$ cat src/rtl/gfx_sched_pkg.sv
// Shared types for the render scheduler: queued command format, payload layouts
// and scheduler FSM states.
package gfx_sched_pkg;

   localparam int TRI_W = 307;
   localparam int CLR_W = 52;

   // Bit positions inside mode_flags = {z_write, z_test, textured, gouraud}
   localparam int MODE_GOURAUD  = 0;
   localparam int MODE_TEXTURED = 1;
   localparam int MODE_Z_TEST   = 2;
   localparam int MODE_Z_WRITE  = 3;

   typedef enum logic {
      CMD_TRI = 1'b0,
      CMD_CLR = 1'b1
   } cmd_kind_e;

   typedef struct packed {
      logic [19:0]       fb_draw;
      logic [3:0]        mode_flags;
      logic [15:0]       inv_area;
      logic [2:0][31:0]  color;
      logic [2:0][24:0]  z;
      logic [2:0][15:0]  y;
      logic [2:0][15:0]  x;
   } tri_payload_t;

   typedef struct packed {
      logic [19:0] fb;
      logic [31:0] color;
   } clr_payload_t;

   typedef struct packed {
      logic [TRI_W-CLR_W-1:0] pad;
      clr_payload_t           clr;
   } clr_padded_t;

   typedef union packed {
      tri_payload_t tri_p;
      clr_padded_t  clr_p;
   } cmd_payload_u;

   typedef struct packed {
      cmd_kind_e    kind;
      cmd_payload_u payload;
   } sched_cmd_t;

   typedef enum logic [2:0] {
      ST_IDLE,
      ST_DISPATCH_TRI,
      ST_WAIT_RAST,
      ST_START_CLR,
      ST_WAIT_CLR
   } sched_state_e;

endpackage

$ cat src/rtl/sched_cmd_fifo.sv
// Command FIFO with two push ports (lower port fills first) and one pop port.
// A pop on the same edge frees a slot for the pushes.
module sched_cmd_fifo
   import gfx_sched_pkg::*;
#(
   parameter int DEPTH = 4,
   parameter int CNT_W = $clog2(DEPTH) + 1
) (
   input  logic             clk,
   input  logic             rst_n,
   input  logic             push_lo,
   input  sched_cmd_t       data_lo,
   input  logic             push_hi,
   input  sched_cmd_t       data_hi,
   input  logic             pop,
   output sched_cmd_t       head,
   output logic             full,
   output logic             empty,
   output logic [CNT_W-1:0] count,
   output logic             drop
);

   localparam int AW = $clog2(DEPTH);

   sched_cmd_t       mem [DEPTH];
   logic [AW-1:0]    wr_ptr;
   logic [AW-1:0]    rd_ptr;
   logic [CNT_W:0]   free_slots;
   logic             pop_ok;
   logic             acc_lo;
   logic             acc_hi;

   always_comb begin
      pop_ok     = pop && (count != '0);
      free_slots = (CNT_W+1)'(DEPTH) - {1'b0, count} + {{CNT_W{1'b0}}, pop_ok};
      acc_lo     = push_lo && (free_slots != '0);
      acc_hi     = push_hi && (free_slots > {{CNT_W{1'b0}}, acc_lo});
   end

   always_ff @(posedge clk or negedge rst_n) begin
      if (!rst_n) begin
         wr_ptr <= '0;
         rd_ptr <= '0;
         count  <= '0;
      end else begin
         wr_ptr <= wr_ptr + AW'(acc_lo) + AW'(acc_hi);
         rd_ptr <= rd_ptr + AW'(pop_ok);
         count  <= count + CNT_W'(acc_lo) + CNT_W'(acc_hi) - CNT_W'(pop_ok);
      end
   end

   // Storage is not reset; only entries between the pointers are meaningful
   always_ff @(posedge clk) begin
      if (acc_lo)
         mem[wr_ptr] <= data_lo;
      if (acc_hi)
         mem[wr_ptr + AW'(acc_lo)] <= data_hi;
   end

   assign head  = mem[rd_ptr];
   assign full  = (count == CNT_W'(DEPTH));
   assign empty = (count == '0);
   assign drop  = (push_lo && !acc_lo) || (push_hi && !acc_hi);

endmodule

$ cat src/rtl/render_scheduler.sv
// Queues triangle and clear events with their render state and dispatches them
// one at a time, in order, to the rasterizer or the clear engine.
module render_scheduler
   import gfx_sched_pkg::*;
#(
   parameter int DEPTH = 4,
   parameter int CNT_W = $clog2(DEPTH) + 1
) (
   input  logic                   clk,
   input  logic                   rst_n,
   input  logic                   tri_valid,
   input  logic [2:0][15:0]       tri_x,
   input  logic [2:0][15:0]       tri_y,
   input  logic [2:0][24:0]       tri_z,
   input  logic [2:0][31:0]       tri_color,
   input  logic [15:0]            tri_inv_area,
   input  logic [3:0]             mode_flags,
   input  logic [19:0]            fb_draw,
   input  logic                   clear_trigger,
   input  logic [31:0]            clear_color,
   output logic                   rast_valid,
   input  logic                   rast_ready,
   input  logic                   rast_done,
   output logic [TRI_W-1:0]       rast_tri,
   output logic                   clear_start,
   output logic [19:0]            clear_fb,
   output logic [31:0]            clear_val,
   input  logic                   clear_done,
   output logic                   gpu_busy,
   output logic [CNT_W-1:0]       queue_count,
   output logic                   overflow,
   input  logic                   overflow_clr
);

   sched_cmd_t   tri_cmd;
   sched_cmd_t   clr_cmd;
   sched_cmd_t   head;
   logic         fifo_full;
   logic         fifo_empty;
   logic         fifo_drop;
   logic         pop;
   sched_state_e state_q;
   sched_state_e state_d;

   // The render state is captured alongside each event so later register
   // writes cannot leak into commands that are still queued
   always_comb begin
      tri_cmd                          = '0;
      tri_cmd.kind                     = CMD_TRI;
      tri_cmd.payload.tri_p.fb_draw    = fb_draw;
      tri_cmd.payload.tri_p.mode_flags = mode_flags;
      tri_cmd.payload.tri_p.inv_area   = tri_inv_area;
      tri_cmd.payload.tri_p.color      = tri_color;
      tri_cmd.payload.tri_p.z          = tri_z;
      tri_cmd.payload.tri_p.y          = tri_y;
      tri_cmd.payload.tri_p.x          = tri_x;
      clr_cmd                          = '0;
      clr_cmd.kind                     = CMD_CLR;
      clr_cmd.payload.clr_p.clr.fb     = fb_draw;
      clr_cmd.payload.clr_p.clr.color  = clear_color;
   end

   sched_cmd_fifo #(
      .DEPTH (DEPTH),
      .CNT_W (CNT_W)
   ) u_fifo (
      .clk     (clk),
      .rst_n   (rst_n),
      .push_lo (tri_valid),
      .data_lo (tri_cmd),
      .push_hi (clear_trigger),
      .data_hi (clr_cmd),
      .pop     (pop),
      .head    (head),
      .full    (fifo_full),
      .empty   (fifo_empty),
      .count   (queue_count),
      .drop    (fifo_drop)
   );

   always_ff @(posedge clk or negedge rst_n) begin
      if (!rst_n)
         state_q <= ST_IDLE;
      else
         state_q <= state_d;
   end

   // Only IDLE pops, so a new command never starts while an engine is working
   always_comb begin
      state_d     = state_q;
      pop         = 1'b0;
      rast_valid  = 1'b0;
      clear_start = 1'b0;
      case (state_q)
         ST_IDLE: begin
            if (!fifo_empty) begin
               pop     = 1'b1;
               state_d = (head.kind == CMD_TRI) ? ST_DISPATCH_TRI : ST_START_CLR;
            end
         end
         ST_DISPATCH_TRI: begin
            rast_valid = 1'b1;
            if (rast_ready)
               state_d = ST_WAIT_RAST;
         end
         ST_WAIT_RAST: begin
            if (rast_done)
               state_d = ST_IDLE;
         end
         ST_START_CLR: begin
            clear_start = 1'b1;
            state_d     = ST_WAIT_CLR;
         end
         ST_WAIT_CLR: begin
            if (clear_done)
               state_d = ST_IDLE;
         end
         default: state_d = ST_IDLE;
      endcase
   end

   always_ff @(posedge clk or negedge rst_n) begin
      if (!rst_n) begin
         rast_tri  <= '0;
         clear_fb  <= '0;
         clear_val <= '0;
      end else if (pop) begin
         if (head.kind == CMD_TRI) begin
            rast_tri <= head.payload.tri_p;
         end else begin
            clear_fb  <= head.payload.clr_p.clr.fb;
            clear_val <= head.payload.clr_p.clr.color;
         end
      end
   end

   // A drop on the same edge as a clear request keeps the flag set
   always_ff @(posedge clk or negedge rst_n) begin
      if (!rst_n)
         overflow <= 1'b0;
      else if (fifo_drop)
         overflow <= 1'b1;
      else if (overflow_clr)
         overflow <= 1'b0;
   end

   assign gpu_busy = (state_q != ST_IDLE) || (queue_count != '0);

   fifo_full_matches_count: assert property (@(posedge clk) disable iff (!rst_n)
      fifo_full == (queue_count == CNT_W'(DEPTH)));

endmodule

$ cat config.mk
export PLATFORM = sky130hd
export DESIGN_NAME = render_scheduler
export DESIGN_NICKNAME = d
export VERILOG_FILES = /design/src/rtl/gfx_sched_pkg.sv /design/src/rtl/sched_cmd_fifo.sv /design/src/rtl/render_scheduler.sv
export SDC_FILE = /design/constraint.sdc
export NUM_CORES = 2
export LEC_CHECK = 0
export ABC_AREA = 1
export CORE_ASPECT_RATIO = 1.2
export CORE_UTILIZATION = 30
export CTS_CLUSTER_DIAMETER = 30
export DETAILED_ROUTE_END_ITERATION = 16
export PLACE_DENSITY = 0.57
export SLEW_MARGIN = 10
export SYNTH_ARGS = -nofsm -noshare
export SYNTH_HDL_FRONTEND = slang
export SYNTH_SLANG_ARGS = --single-unit
$ cat constraint.sdc
create_clock -name clk -period 14.5 [get_ports clk]
set_input_delay 4.35 -clock clk [delete_from_list [all_inputs] [get_ports clk]]
set_output_delay 4.35 -clock clk [all_outputs]
set_load 0.01 [all_outputs]
# --- Yosys cells after proc, flatten, opt, wreduce, memory -nomap -nowiden ---
# Memory sizes are Yosys's and may differ from the RTL's.
# Index checks and enable logic that the tools add are counted.
# W data, S select, Z words.
word_totals:
  regBits: 370
  ramBits: 1232
  memories: 1
  out_inout_bits: 366
  input_bits: 347
  word_cells: 61
memory_table:
  columns: ["name", "words", "word_bits", "rd", "rd_ports_with_merged_regs", "write_ports", "line_no", "rtl"]
  rows:
  - ["u_fifo.mem", 4, 308, 1, 0, 2, "sched_cmd_fifo.sv:25", "sched_cmd_t mem [DEPTH];"]
op_classes:
  n_lt_le_gt_ge: 1
  reduce_logical: 18
  bitwise: 1
  n_addsub: 8
  muxes: 16
  n_eq_ne: 8
op_table:
  columns: ["op", "n"]
  rows:
  - ["$pmux W3 S5", 1]
  - ["$mux W3", 4]
  - ["$mux W1", 10]
  - ["$ne A2 B2 Y1 const B", 4]
  - ["$add A2 B1 Y2", 3]
  - ["$add A3 B1 Y3", 2]
  - ["$eq A3 B2 Y1 const B", 2]
  - ["$logic_not A3 Y1", 2]
  - ["$reduce_bool A3 Y1", 2]
  - ["$logic_and A1 B1 Y1", 5]
  - ["$add A4 B1 Y4", 1]
  - ["$gt A4 B1 Y1", 1]
  - ["$reduce_and A2 Y1", 2]
  - ["$reduce_and A4 Y1", 1]
  - ["$reduce_bool A4 Y1", 1]
  - ["$sub A3 B3 Y4 const A", 1]
  - ["$eq A3 B1 Y1 const B", 1]
  - ["$eq A3 B3 Y1 const B", 1]
  - ["$sub A3 B1 Y3", 1]
  - ["$logic_not A1 Y1", 2]
  - ["$logic_or A1 B1 Y1", 2]
  - ["$mux W2", 1]
  - ["$reduce_bool A2 Y1", 1]
  - ["$not A1 Y1", 1]

# --- Depth between registers and ports, before layout ---
depth:
  ltp_word: 13
  ltp_mapped: 24
  depth_no_buf: 21

# --- Modules after synthesis ---
# From an unflattened synthesis, not the netlist that was laid out.
unflattened:
  cells_unflattened: 8826
  area_unflattened_um2: 79558.8
by_module_without_submodules:
  columns: ["module", "instances", "cells_per_inst", "area_per_inst_um2"]
  rows:
  - ["sched_cmd_fifo", 1, 7298, 65436.5]
  - ["render_scheduler", 1, 1528, 14122.3]

# --- Worst setup path after synthesis ---
# No wires, ideal clock.
synth_timing:
  path_type: "in2reg"
  startpoint: "in tri_valid"
  endpoint: "mem u_fifo.mem[1][0] (netlist bit) (enable)"
  required_time_ns: 14.089
  path_buffers: 3
  stages: 10
  t_arrival_ns: 7.023
  slack_ns: 7.066
  path_cell_list: "buf_4 > nand2_8 > inv_1 > ha_1 > inv_1 > nor2_4 > nand3_2 > buf_2 > buf_2 > nand2_1"
synth_lines:
  columns: ["item", "line_no", "rtl"]
  rows:
  - ["start: declaration", "render_scheduler.sv:11", "input logic tri_valid,"]
  - ["end: declaration", "sched_cmd_fifo.sv:25", null]

==> run summary <==
The clock tree from TritonCTS is done. The count of endpoints failing hold in the final timing report is 0. The cell count of the worst reg-to-reg path is 20. The number of warnings printed during yosys synthesis came out at 0.

By area the synthesized netlist is led by sky130_fd_sc_hd__dfxtp_1 30%, sky130_fd_sc_hd__nand3_1 18%, sky130_fd_sc_hd__dfrtp_1 13%. The via count is approximately 70000. The checks that failed: slew limit. The net count reported at finish is ~9500.

The setup path with the least slack is of type in -> reg. The arrival time at the worst endpoint is between 9000 and 10000 ps. The area used by multi-input combinational logic came out at a little under 30000 µm². The count of different cell masters after synthesis came out at 28.

For this run, the slowest stage of the critical path takes 860 ps. The clock latency on the worst-skew pair came out at 900 ps. The worst register-to-register path begins at u_fifo.count[2]. The leakage dissipation came out at 40.4 nW. The maximum number of pins on one net before global-route repair came out at 204. In this run the number of H-tree levels came out at 5. The worst hold path belongs to the class reg -> reg. The weighted congestion at the end of routability-driven global placement came out at 0.820.

The run finished, with violations left. The max capacitance violation total is 0. The critical path goes through clkdlybuf4s50_1 -> nand2_8 -> inv_1 -> ha_1 -> inv_1 -> nand2_1 -> nand2_1 -> nor2_4 -> buf_4 -> nand3_4 -> buf_12 -> buf_4 -> nand3_1 -> nand2_1. The power density over cell area is 293 nW/µm².

The initial antenna violation count came out at 75. The post-synthesis register bit count came out at 1602. The final layout contains routed wiring with a total length of approximately 280000 µm.

The startpoint class of the critical path is an input port. The tree is rooted in a sky130_fd_sc_hd__clkbuf_16. The number of buffers added for setup after CTS is 0. The pin slew with the least headroom to its limit is 1560 ps.

The total half-perimeter wirelength after legalization and detailed placement came out at 150000 µm. STA classifies the critical path endpoint as a register. The number of design-rule violations left by the first detailed-router iteration is 6951. The smallest hold slack is 443 ps.

The area added between synthesis and finish is 29.8%. In this run the worst path has a maximum fanout of 203. Global routing consumed, over all layers together, 22.8% of the routing resources. The area of the core came out at roughly 230000 µm². The share of layout cells above drive strength 1 is roughly 7.7%. The setup TNS after final layout is 0 ps. The top cell family by delay on the critical path is buffers and inverters. During I/O placement, the number of pins put on the boundary was 713. The part of the cycle the worst path needs is 62.1%. The worst relative slew slack is -3.97%. Once the floorplan was initialized, standard cells occupied 30.2% of the core.

The total count of max-transition violations in the final report came out at 64. The detailed-route wire length per cell is between 20 and 25 µm. The maximum achievable frequency came out at about 110 MHz. From bottom edge to top edge, the die measures 527 µm. The number of vias per cell came out at 5.46. The number of DRC violations after detailed routing is 0.

The die outline width came out at 440 µm. The number of global-route vias before repair was around 66000. Clock tree synthesis found a total of 1602 sinks. The fraction of synthesized cell area taken by the top area cell type came out at 29.7%. The critical hold path startpoint is u_fifo.mem[0][307]. The number of buffers inserted for hold repair after clock tree synthesis is 0. Once the clock tree was built, the resizer swapped 0 gates to a different size. The average instance area after synthesis is 7.79 µm². Counting every instance in the synthesized netlist gives 8861. The post-synthesis sequential area ratio came out at 52.2%.

Setup repair after global routing left no endpoint under its margin. The slack of the worst reg-to-reg path is 6710 ps. The die footprint is 232000 µm². In this run, CTS created clock tree buffers numbering approximately 360. The data required time at the worst endpoint is 15250 ps. The synthesized netlist net count came out at 9217.

The final-report setup violation count came out at 0. The total chip power is 26.2 mW. The final worst clock skew came out at 61.4 ps. The buffer levels on the longest clock path is 4.

Among all stages on the critical path, the largest delay is contributed by sky130_fd_sc_hd__clkdlybuf4s50_1. The site row count is 192. The buffer and inverter count on the worst path came out at 6. The global-route wire length before repair came out at about 410000 µm. The count of nets left with antenna violations after detail routing is 0. The final-layout fill cell count came out at 22835. The depth of the worst hold-timing path came out at 2. The synthesized area is 69000 µm². The count of buffers added on input and output ports is 712.

Of all cell types, the one taking the most synthesized area is sky130_fd_sc_hd__dfxtp_1. The endpoint identified for the worst register-to-register timing path is u_fifo.mem[0][116]. Before antenna repair, the detailed router went through 6 iterations. The overflow left after global routing came out at 0.

By instance count, the cell type seen most on the critical path is sky130_fd_sc_hd__nand2_1. The register clock-pin slew on the reported worst setup and hold paths is 50 ps. The worst-case hold path end point is u_fifo.mem[0][307]. The largest vdd supply drop came out at 0.229 mV. The sequential cell area came out at 36000 µm².

The clock period could shrink to ~9000 ps.
stage by stage:
| step | cells | worst slack [ps] | util (%) | area [µm²] |
|---|---|---|---|---|
| 6_report | 12545 | 5500 | 39.2 | 89600 |
| 5_1_grt | 12537 | 5590 | 39.2 | 89600 |
| 4_1_cts | 12489 | 6030 | 39.1 | 89400 |
| 3_5_place_dp | 11830 | 5140 | 33.7 | 77000 |
| 3_3_place_gp | 11830 | 5200 | 33.7 | 77000 |
| 2_1_floorplan | 8861 | 7070 | - | 69000 |
cells by family after synthesis:
family | count (synthesis) | share of synthesized area [%]
and+or+nand+nor | 5398 | 34.1
adders and majority gates | 9 | 0.185
buffers and inverters | 872 | 5.87
AOI/OAI and AO/OA | 977 | 7.65
xor gates and xnor gates | 3 | 0.0381
DFF | 1602 | 52.2
layout make-up:
class                   count  area share [%]
diodes                     56           0.156
multi-input cells        6387            32.4
repair buffers            805            8.96
flip-flops and latches   1602            40.2
clock inverters           170            2.45
clock buffers             489            11.4
inverters                  29           0.152
well taps                3007            4.20
layer usage:
layer  up-vias  part of all wire (%)  GRT usage (%)
met5         -                 0.091              0
met1     33210                    40           28.5
met4        38                   4.3           11.8
met2      3741                    47           36.9
li1      30867                     -              -
met3       663                   8.9           4.53
cells in the mapped netlist, drive strengths merged:
master,count
dfrtp,370
dfxtp,1024
edfxtp,208
inv,29
ha,7
nor2,633
o21ai,669
nand4,1
buf,573
o22ai,307
o221ai,1
xor2,3
fa,2
nand3,2472
nand2,2290
clkbuf,270
nor3,2
placed cells by master (no fill, tap or decap), types with 10 or more instances in the layout:
master,count
sky130_fd_sc_hd__o22ai_1,307
sky130_fd_sc_hd__nand2_1,2282
sky130_fd_sc_hd__nor2_1,623
sky130_fd_sc_hd__bufinv_16,36
sky130_fd_sc_hd__clkdlybuf4s50_1,711
sky130_fd_sc_hd__buf_4,77
sky130_fd_sc_hd__clkbuf_16,364
sky130_fd_sc_hd__clkbuf_1,59
sky130_fd_sc_hd__o21ai_0,669
sky130_fd_sc_hd__clkinvlp_4,27
sky130_fd_sc_hd__dfxtp_1,1024
sky130_fd_sc_hd__dfrtp_1,368
sky130_fd_sc_hd__buf_12,16
sky130_fd_sc_hd__inv_6,19
sky130_fd_sc_hd__edfxtp_1,208
sky130_fd_sc_hd__clkbuf_8,66
sky130_fd_sc_hd__diode_2,56
sky130_fd_sc_hd__clkinv_2,52
sky130_fd_sc_hd__nand3_4,10
sky130_fd_sc_hd__nand3_1,2462
sky130_fd_sc_hd__inv_1,22
sky130_fd_sc_hd__clkinv_4,16
flip-flops by register name (all words and copies together) (netlist names):
register and flops:
rast_tri 307, u_fifo.rd_ptr 2, clear_fb 20, u_fifo.mem 1232
u_fifo.count 3, clear_val 32, u_fifo.wr_ptr 2, state_q 3
overflow 1
how the worst max path moves through the flow:
| stage | end | slack (ps) | cells past startpoint | start |
|---|---|---|---|---|
| after global routing | u_fifo.mem[0][116] | 5590 | 14 | tri_valid |
| after floorplan | u_fifo.mem[1][0] | 7070 | 10 | tri_valid |
| final | u_fifo.mem[0][116] | 5500 | 14 | tri_valid |
| after detailed placement | u_fifo.mem[0][64] | 5140 | 14 | tri_valid |
| after CTS | u_fifo.mem[0][116] | 6030 | 14 | tri_valid |
| after global placement | u_fifo.mem[1][40] | 5200 | 10 | tri_valid |
worst reg2reg max path, stage by stage (launching register included):
cell and delay (ps):
sky130_fd_sc_hd__dfrtp_1 560, sky130_fd_sc_hd__nor3_1 140, sky130_fd_sc_hd__nor2_1 640, sky130_fd_sc_hd__inv_2 690, sky130_fd_sc_hd__ha_1 440, sky130_fd_sc_hd__inv_2 60, sky130_fd_sc_hd__ha_1 240, sky130_fd_sc_hd__nor2_1 200
sky130_fd_sc_hd__nand3_4 220, sky130_fd_sc_hd__nand2_8 220, sky130_fd_sc_hd__inv_1 70, sky130_fd_sc_hd__ha_1 210, sky130_fd_sc_hd__nand2_1 70, sky130_fd_sc_hd__nand2_1 150, sky130_fd_sc_hd__nor2_4 110, sky130_fd_sc_hd__buf_4 710
sky130_fd_sc_hd__nand3_4 850, sky130_fd_sc_hd__buf_12 510, sky130_fd_sc_hd__buf_4 1270, sky130_fd_sc_hd__nand3_1 240, sky130_fd_sc_hd__nand2_1 80
power by group:
group | switching, mW | internal (mW) | total [mW]
combinational | 7.01 | 3.16 | 10.2
sequential | 1.07 | 6.70 | 7.76
clock | 2.70 | 5.59 | 8.28
Note: power is estimated with default switching activity, not from simulation.
